$ cat config.mk
export PLATFORM = sky130hd
export DESIGN_NAME = sec32_encode_stage
export DESIGN_NICKNAME = d
export VERILOG_FILES = /design/src/rtl/sec32_encode_stage.sv
export SDC_FILE = /design/constraint.sdc
export NUM_CORES = 1
export LEC_CHECK = 0
export CORE_MARGIN = 4
export CORE_UTILIZATION = 40
export CTS_CLUSTER_SIZE = 25
export DETAILED_ROUTE_END_ITERATION = 8
export PLACE_DENSITY_LB_ADDON = 0.08
export SYNTH_ARGS = -nofsm -noshare
export SYNTH_HDL_FRONTEND = slang
export SYNTH_SLANG_ARGS = --single-unit
export TNS_END_PERCENT = 100
$ cat constraint.sdc
create_clock -name clk -period 1.6 [get_ports clk]
set_clock_uncertainty 0.05 [all_clocks]
set_input_delay 0.4 -clock clk [delete_from_list [all_inputs] [get_ports clk]]
set_output_delay 0.4 -clock clk [all_outputs]
set_load 0.02 [all_outputs]
$ cat src/rtl/sec32_encode_stage.sv
// SEC32 check-bit encoder feeding a 2-entry output FIFO, plus a saturating delivered-word counter.
// Optional one-shot codeword bit-flip injection is enabled by defining SEC_ERRINJ_EN.
module sec32_encode_stage #(
   parameter int unsigned CNT_W = 16
) (
   input  logic             clk,
   input  logic             rst_n,
   input  logic             in_valid,
   output logic             in_ready,
   input  logic [31:0]      in_data,
   output logic             out_valid,
   input  logic             out_ready,
   output logic [31:0]      out_data,
   output logic [7:0]       out_check,
   output logic             out_en,
   input  logic             inj_req,
   input  logic [5:0]       inj_bit,
   output logic [CNT_W-1:0] sent_cnt
);

   // Column for d[i]: one-hot on i[4:3] in c[3:0], {~^p, p} with p = i[2:0] in c[7:4].
   function automatic logic [7:0] sec32_check(input logic [31:0] d);
      logic [7:0] c;
      logic [4:0] idx;
      c = '0;
      for (int unsigned i = 0; i < 32; i++) begin
         idx = i[4:0];
         c[{1'b0, idx[4:3]}] ^= d[idx];
         c[4] ^= d[idx] & idx[0];
         c[5] ^= d[idx] & idx[1];
         c[6] ^= d[idx] & idx[2];
         c[7] ^= d[idx] & ~(^idx[2:0]);
      end
      return c;
   endfunction

   logic [39:0]      mem_q [2];
   logic [1:0]       count_q, count_d;
   logic             wr_ptr_q, rd_ptr_q;
   logic             rdy_q;
   logic [CNT_W-1:0] sent_q, sent_d;
   logic             push, pop;
   logic [39:0]      cw_in;
   logic [39:0]      flip_mask;

   // rdy_q keeps in_ready low while reset is asserted and rises on the first edge after release.
   assign in_ready  = rdy_q & (count_q != 2'd2);
   assign out_valid = (count_q != 2'd0);
   assign out_en    = out_valid;
   assign out_data  = mem_q[rd_ptr_q][31:0];
   assign out_check = mem_q[rd_ptr_q][39:32];
   assign sent_cnt  = sent_q;

   assign push = in_valid & in_ready;
   assign pop  = out_valid & out_ready;

   always_comb begin
      cw_in = {sec32_check(in_data), in_data} ^ flip_mask;
   end

   always_comb begin
      count_d = count_q;
      if (push && !pop) begin
         count_d = count_q + 2'd1;
      end else if (pop && !push) begin
         count_d = count_q - 2'd1;
      end
      sent_d = sent_q;
      if (pop && (sent_q != '1)) begin
         sent_d = sent_q + CNT_W'(1);
      end
   end

   always_ff @(posedge clk or negedge rst_n) begin
      if (!rst_n) begin
         mem_q[0] <= '0;
         mem_q[1] <= '0;
         count_q  <= '0;
         wr_ptr_q <= 1'b0;
         rd_ptr_q <= 1'b0;
         rdy_q    <= 1'b0;
         sent_q   <= '0;
      end else begin
         rdy_q   <= 1'b1;
         count_q <= count_d;
         sent_q  <= sent_d;
         if (push) begin
            mem_q[wr_ptr_q] <= cw_in;
            wr_ptr_q        <= ~wr_ptr_q;
         end
         if (pop) begin
            rd_ptr_q <= ~rd_ptr_q;
         end
      end
   end

`ifdef SEC_ERRINJ_EN
   logic       arm_q, arm_eff;
   logic [5:0] arm_bit_q, arm_bit_eff;

   // A same-cycle request applies to a same-cycle accept; out-of-range bits arm nothing.
   always_comb begin
      arm_eff     = arm_q;
      arm_bit_eff = arm_bit_q;
      if (inj_req && (inj_bit < 6'd40)) begin
         arm_eff     = 1'b1;
         arm_bit_eff = inj_bit;
      end
      flip_mask = arm_eff ? (40'd1 << arm_bit_eff) : '0;
   end

   always_ff @(posedge clk or negedge rst_n) begin
      if (!rst_n) begin
         arm_q     <= 1'b0;
         arm_bit_q <= '0;
      end else begin
         arm_q     <= arm_eff & ~push;
         arm_bit_q <= arm_bit_eff;
      end
   end
`else
   logic unused_inj;
   always_comb begin
      unused_inj = ^{inj_req, inj_bit};
      flip_mask  = '0;
   end
`endif

endmodule

# ---- Word-level counts from Yosys, hierarchy flattened
# Cells that the tools add are included.
dict set report word_totals {
  ff_bits 101
  output_inout_bits 59
  latchBits 0
  ramBits 0
  word_cells 126
  input_bits 43
  mem_count 0
  rom_bits 0
}
dict set report classes {
  n_eq_ne 2
  n_mux 8
  addsub 3
  n_reduce_logical 8
  magnitude_cmp 3
  shift 0
  div 0
  mul 0
  bitwise_logic 95
}
# operator count
set ops {}
lappend ops {{$mux 40} 4}
lappend ops {{$xor 1x1->1} 88}
lappend ops {{$bwmux 80} 1}
lappend ops {{$demux 40 s1} 1}
lappend ops {{$add 16x1->16 const B} 1}
lappend ops {{$ne 16x16->1 const B} 1}
lappend ops {{$ge 2x2->1 const B} 2}
lappend ops {{$logic_and 1x1->1} 4}
lappend ops {{$mux 2} 2}
lappend ops {{$not 1->2} 2}
lappend ops {{$reduce_bool 2->1} 2}
lappend ops {{$and 1x1->1} 3}
lappend ops {{$add 2x1->2 const B} 1}
lappend ops {{$logic_not 1->1} 2}
lappend ops {{$lt 2x1->1 const B} 1}
lappend ops {{$ne 2x2->1 const B} 1}
lappend ops {{$not 1->1} 2}
lappend ops {{$sub 2x1->2 const B} 1}

# ---- Longest topological paths before layout
dict set report logic_depth {
  word_depth 16
  mapped_depth 8
  mapped_depth_nobuf 7
}

# ---- Worst setup path before layout
# No wires, ideal clock.
dict set report synth_path {
  kind {reg2reg}
  from {register count_q[0]}
  to {register mem_q[40] (netlist name)}
  slack_ns -0.290
  arrival_ns 1.715
  setup_time_ns 0.125
  t_required_ns 1.425
  path_stages_with_launch 8
  path_cell_list {dfrtp_1 > inv_1 > a21boi_1 > and2_1 > buf_2 > nand2b_1 > buf_2 > mux2_2}
}
dict set report synth_via {
  elab_chain_len 3
}
# element line
set synth_rtl {}
lappend synth_rtl {{start: declaration} 38} ;# logic [1:0] count_q, count_d;
lappend synth_rtl {{start signal: assignment} 85} ;# count_q <= count_d;
lappend synth_rtl {{$ne 2x2->1} 47} ;# assign in_ready = rdy_q & (count_q != 2'd2);
lappend synth_rtl {{$and 1x1->1} 47}
lappend synth_rtl {{net in_ready} 9} ;# output logic in_ready,
lappend synth_rtl {{$and 1x1->1} 54} ;# assign push = in_valid & in_ready;
lappend synth_rtl {{net push} 42} ;# logic push, pop;
lappend synth_rtl {{end signal: indexed assignment} 88} ;# mem_q[wr_ptr_q] <= cw_in;
lappend synth_rtl {{end: declaration} 37} ;# logic [39:0] mem_q [2];
# The timed path passes the listed nets, and every way through them passes these cells.
# A chain may end at the register's enable or synchronous reset.

# ---- Worst setup path after layout
dict set report layout_path {
  from {register rd_ptr_q}
  to {output out_check[0]}
}
dict set report layout_via {
  elab_chain_len 4
}
# element line
set layout_rtl {}
lappend layout_rtl {{start: declaration} 39} ;# logic wr_ptr_q, rd_ptr_q;
lappend layout_rtl {{start signal: assignment} 92} ;# rd_ptr_q <= ~rd_ptr_q;
lappend layout_rtl {{$not 1->2 (not written as such)} 51} ;# assign out_check = mem_q[rd_ptr_q][39:32];
lappend layout_rtl {{$mux 40 (not written as such) (3 in a row)} 51}
lappend layout_rtl {{end: declaration} 14} ;# output logic [7:0] out_check,
# Every way passes these cells. The select of a mux whose other input is x is not followed.

==> metrics.yaml <==
placed_design:
  post-place-ws_ns: -0.866
  place.gp.congestion: 0.747
  placed_cell_area_mm2: 0.00694
  detailedPlacementHpwl_um: 8450
  io_buffers: 94
  post-place-cells: 672
floorplanning:
  floorplan.initialDensity: 0.413
  die_height_um: 120
  core_area_mm2: 0.0121
  top_level_ports: 102
  floorplan.rows: 40
  fp.dieW_um: 120
  die-area_mm2: 0.0144
yosys:
  post_synth_instance_area_mm2: 0.00500
  yosysWarningCount: 0
  synth.avg_cell_area_um2: 14.1
  ys_ff_latch: 101
  syn_nets: 400
  synth_cell_type_count: 34
  seq_area_frac_synth: 0.506
  netlist_instances: 355
setup_path:
  crit_required_ns: 1.15
  worstSetupStartpoint: "rd_ptr_q$_DFFE_PN0P_"
  worst_reg2reg_setup_slack_ns: -0.16
  cell_breakdown_of_the_critical_path: "buf_6 -> clkbuf_16 -> mux2_4 -> buf_6"
  path_max_fanout: 6
  critical_path_buffer_and_inverter_count: 3
  worst-path-stages: 4
  crit_path_end_kind: "output port"
  rr_worst_depth: 6
  worstSetupStartpointType: "flop"
  cp_top_family: "flip-flops"
  worst-setup-path-type: "flop to output port"
  crit-reg2reg-launch: "count_q[0]$_DFFE_PN0P_"
  worst-endpoint-arrival_ns: 1.55
  max_stage_delay_ns: 0.45
  timing.critical_path.slowest_stage_cell: "dfrtp_2"
  endpoint: "out_check[0]"
  path_common_cell: "buf_6"
  regToRegEndpoint: "sent_cnt[15]$_DFFE_PN0P_"
global_route:
  total_global_route_track_usage: 0.181
  first_global_vias: 3812
  grt_antenna_before_repair: 0
  overflow_left_after_global_routing: 0
  grt_max_degree: 42
  grt_first_pass_wirelength_um: 20100
cells_and_area:
  nNetsFinal: 589
  final-seq-area_mm2: 0.00254
  non_filler_cells_final: 717
  post_route_cells_drive_above_1_share: 0.690
  nFillCells: 951
  multiInputGateArea_mm2: 0.00290
  post-route-util: 0.647
  fin_area_mm2: 0.00783
  diodes: 0
  area_growth_synth_to_finish_pct: 56.7
timing:
  grt_setup_unrepaired: "true"
  final_critical_path_setup_slack_ns: -0.404
  timing.final.crit_period_ns: 2.00
  hold_viol: 0
  clock.fmax_ghz: 0.499
  final.period_utilization: 1.25
  final_max_slew_viol_count: 0
  finalSetupTns_ns: -18.83
  finalSetupViolCount: 118
power:
  power.density_mw_per_mm2: 1930
  worst_ir_drop_vdd_mv: 1.52
  power.leakage_nw: 3.69
flow_run:
  maxCapViolations: 0
min_path:
  timing.hold.worst.class: "input port to flop"
detailed_routing:
  route.detailed.wl_per_inst_um: 17.6
  dr_total_vias: 3405
  drt-vias-per-instance: 4.75
  finalWirelength_um: 12600
  drt_first_iter_violations: 91
  ant_nets: 0
  first_pass_drt_iterations: 4
  number_of_remaining_drc_errors: 0
clock_tree:
  clock_insertion_delay_worst_skew_ns: 0.35
  max-clock-path-buffers: 2
  htreeDepth: 3
  clock_tree_from_tritoncts: "yes"
  clk_pin_slew_worst_paths_ns: 0.07
  cts_made_buffers: 9
  clkSinkCount: 101
  clock-root-buffer: "clkbuf_16"
run_status:
  failed_checks: "negative setup slack"
  run_status: "complete, but fails checks"
-- cells in the mapped netlist --
| cell type | instances | area, um^2 |
|---|---|---|
| mux2_2 | 121 | 1360 |
| dfrtp_1 | 101 | 2530 |
| xnor2_1 | 50 | 438 |
| xor2_1 | 18 | 158 |
| nand2_1 | 10 | 37.5 |
| buf_2 | 9 | 45.0 |
| xnor3_1 | 5 | 113 |
| clkbuf_1 | 4 | 15.0 |
| nor2_1 | 4 | 15.0 |
| nand4_1 | 3 | 18.8 |
| nor4_1 | 3 | 18.8 |
| ha_1 | 2 | 25.0 |
| inv_1 | 2 | 7.51 |
| nand3_1 | 2 | 10.0 |
| nor3_1 | 2 | 10.0 |
| a21boi_1 | 1 | 7.51 |
| and2_1 | 1 | 6.26 |
| and3_1 | 1 | 6.26 |
| and4_1 | 1 | 8.76 |
| and4_4 | 1 | 11.3 |
| buf_1 | 1 | 3.75 |
| buf_4 | 1 | 7.51 |
| conb_1 | 1 | 3.75 |
| nand2b_1 | 1 | 6.26 |
| nand3_2 | 1 | 10.0 |
| nand4_2 | 1 | 12.5 |
| nor2_4 | 1 | 11.3 |
| nor4_4 | 1 | 21.3 |
| nor4b_1 | 1 | 8.76 |
| o21ai_4 | 1 | 16.3 |
| or2_2 | 1 | 6.26 |
| or4_4 | 1 | 11.3 |
| xor2_2 | 1 | 16.3 |
| xor3_1 | 1 | 23.8 |
-- worst min-delay path by stage --
stage,startpoint,to,slack (ns),depth (start not counted)
global route,in_data[21],mem_q[61]$_DFFE_PN0P_,0.24,2
CTS,in_data[21],mem_q[61]$_DFFE_PN0P_,0.24,2
floorplan,rst_n,count_q[0]$_DFFE_PN0P_,0.05,0
finish,in_data[21],mem_q[61]$_DFFE_PN0P_,0.25,2
detailed placement,rst_n,mem_q[57]$_DFFE_PN0P_,0.23,1
global placement,rst_n,mem_q[17]$_DFFE_PN0P_,0.23,1
-- metal layers --
layer  up-vias  track usage  share of wire
li1       1605            -              -
met1      1733        0.236           0.45
met2        58        0.302           0.51
met3         9       0.0566          0.033
met4         0       0.0344         0.0080
met5         -            0              0
-- flip-flops by register name, summed over array words and instances, names as in the netlist --
| signal | flops |
|---|---|
| count_q | 2 |
| mem_q | 80 |
| rd_ptr_q | 1 |
| rdy_q | 1 |
| sent_cnt | 16 |
| wr_ptr_q | 1 |
-- power by group --
part	leakage [nW]	switching, mW	internal, mW
sequential	1.21	0.703	3.75
clock	0.152	0.946	1.34
combinational	2.33	3.48	4.92
-- repair_timing --
| action | CTS | global route |
|---|---|---|
| pin swaps | 48 | 30 |
| setup endpoints to repair | 155 | 109 |
| resized for setup | 373 | 141 |
| cloned | 3 | 2 |
| setup buffers | 18 | 8 |
| hold endpoints to repair | 12 | 0 |
| hold buffers | 1 | 0 |
-- cell usage in the layout (no fill, tap or decap), drive strengths merged --
| master | Yosys | routed |
|---|---|---|
| xor2 | 19 | 19 |
| a21boi | 1 | 1 |
| clkdlybuf4s50 | 0 | 1 |
| xnor2 | 50 | 50 |
| mux2 | 121 | 121 |
| or4 | 1 | 1 |
| nand4 | 4 | 4 |
| xor3 | 1 | 1 |
| nand2b | 1 | 1 |
| clkdlybuf4s15 | 0 | 6 |
| and4 | 2 | 2 |
| ha | 2 | 2 |
| dlymetal6s2s | 0 | 1 |
| clkbuf | 4 | 24 |
| clkinvlp | 0 | 1 |
| dlygate4sd2 | 0 | 5 |
| nor3 | 2 | 2 |
| o21ai | 1 | 1 |
| nor4b | 1 | 1 |
| or2 | 1 | 1 |
| bufinv | 0 | 1 |
| nor2 | 5 | 5 |
| dfrtp | 101 | 101 |
| nand2 | 10 | 10 |
| clkinv | 0 | 1 |
| xnor3 | 5 | 5 |
| dlygate4sd3 | 0 | 1 |
| inv | 2 | 2 |
| nor4 | 4 | 4 |
| conb | 1 | 1 |
| and2 | 1 | 1 |
| buf | 11 | 168 |
| and3 | 1 | 1 |
| nand3 | 3 | 3 |
-- logic make-up after synthesis --
group,after synthesis,share of synthesized area
other,1,0.000750
adder cells (fa/ha/maj),2,0.00500
AO/OA/AOI/OAI,2,0.00476
multiplexers,121,0.273
flip-flops,101,0.506
XOR/XNOR,75,0.150
buffers and inverters,17,0.0158
AND/OR/NAND/NOR,36,0.0460
-- stage by stage --
step	power (mW)	hold WS (ns)
detailed placement	11.8	0.232
global route	16.0	0.240
floorplan	8.64	0.0544
finish	15.1	0.253
global placement	11.6	0.229
CTS	13.9	0.244
-- layout make-up --
type | instances | area share
timing repair buffer | 193 | 0.237
multi-input combinational | 237 | 0.371
clock inverter | 3 | 0.00543
inverter | 2 | 0.000958
tap | 168 | 0.0268
sequential | 101 | 0.324
clock buffer | 13 | 0.0345
Note: power is estimated with default switching activity, not from simulation.
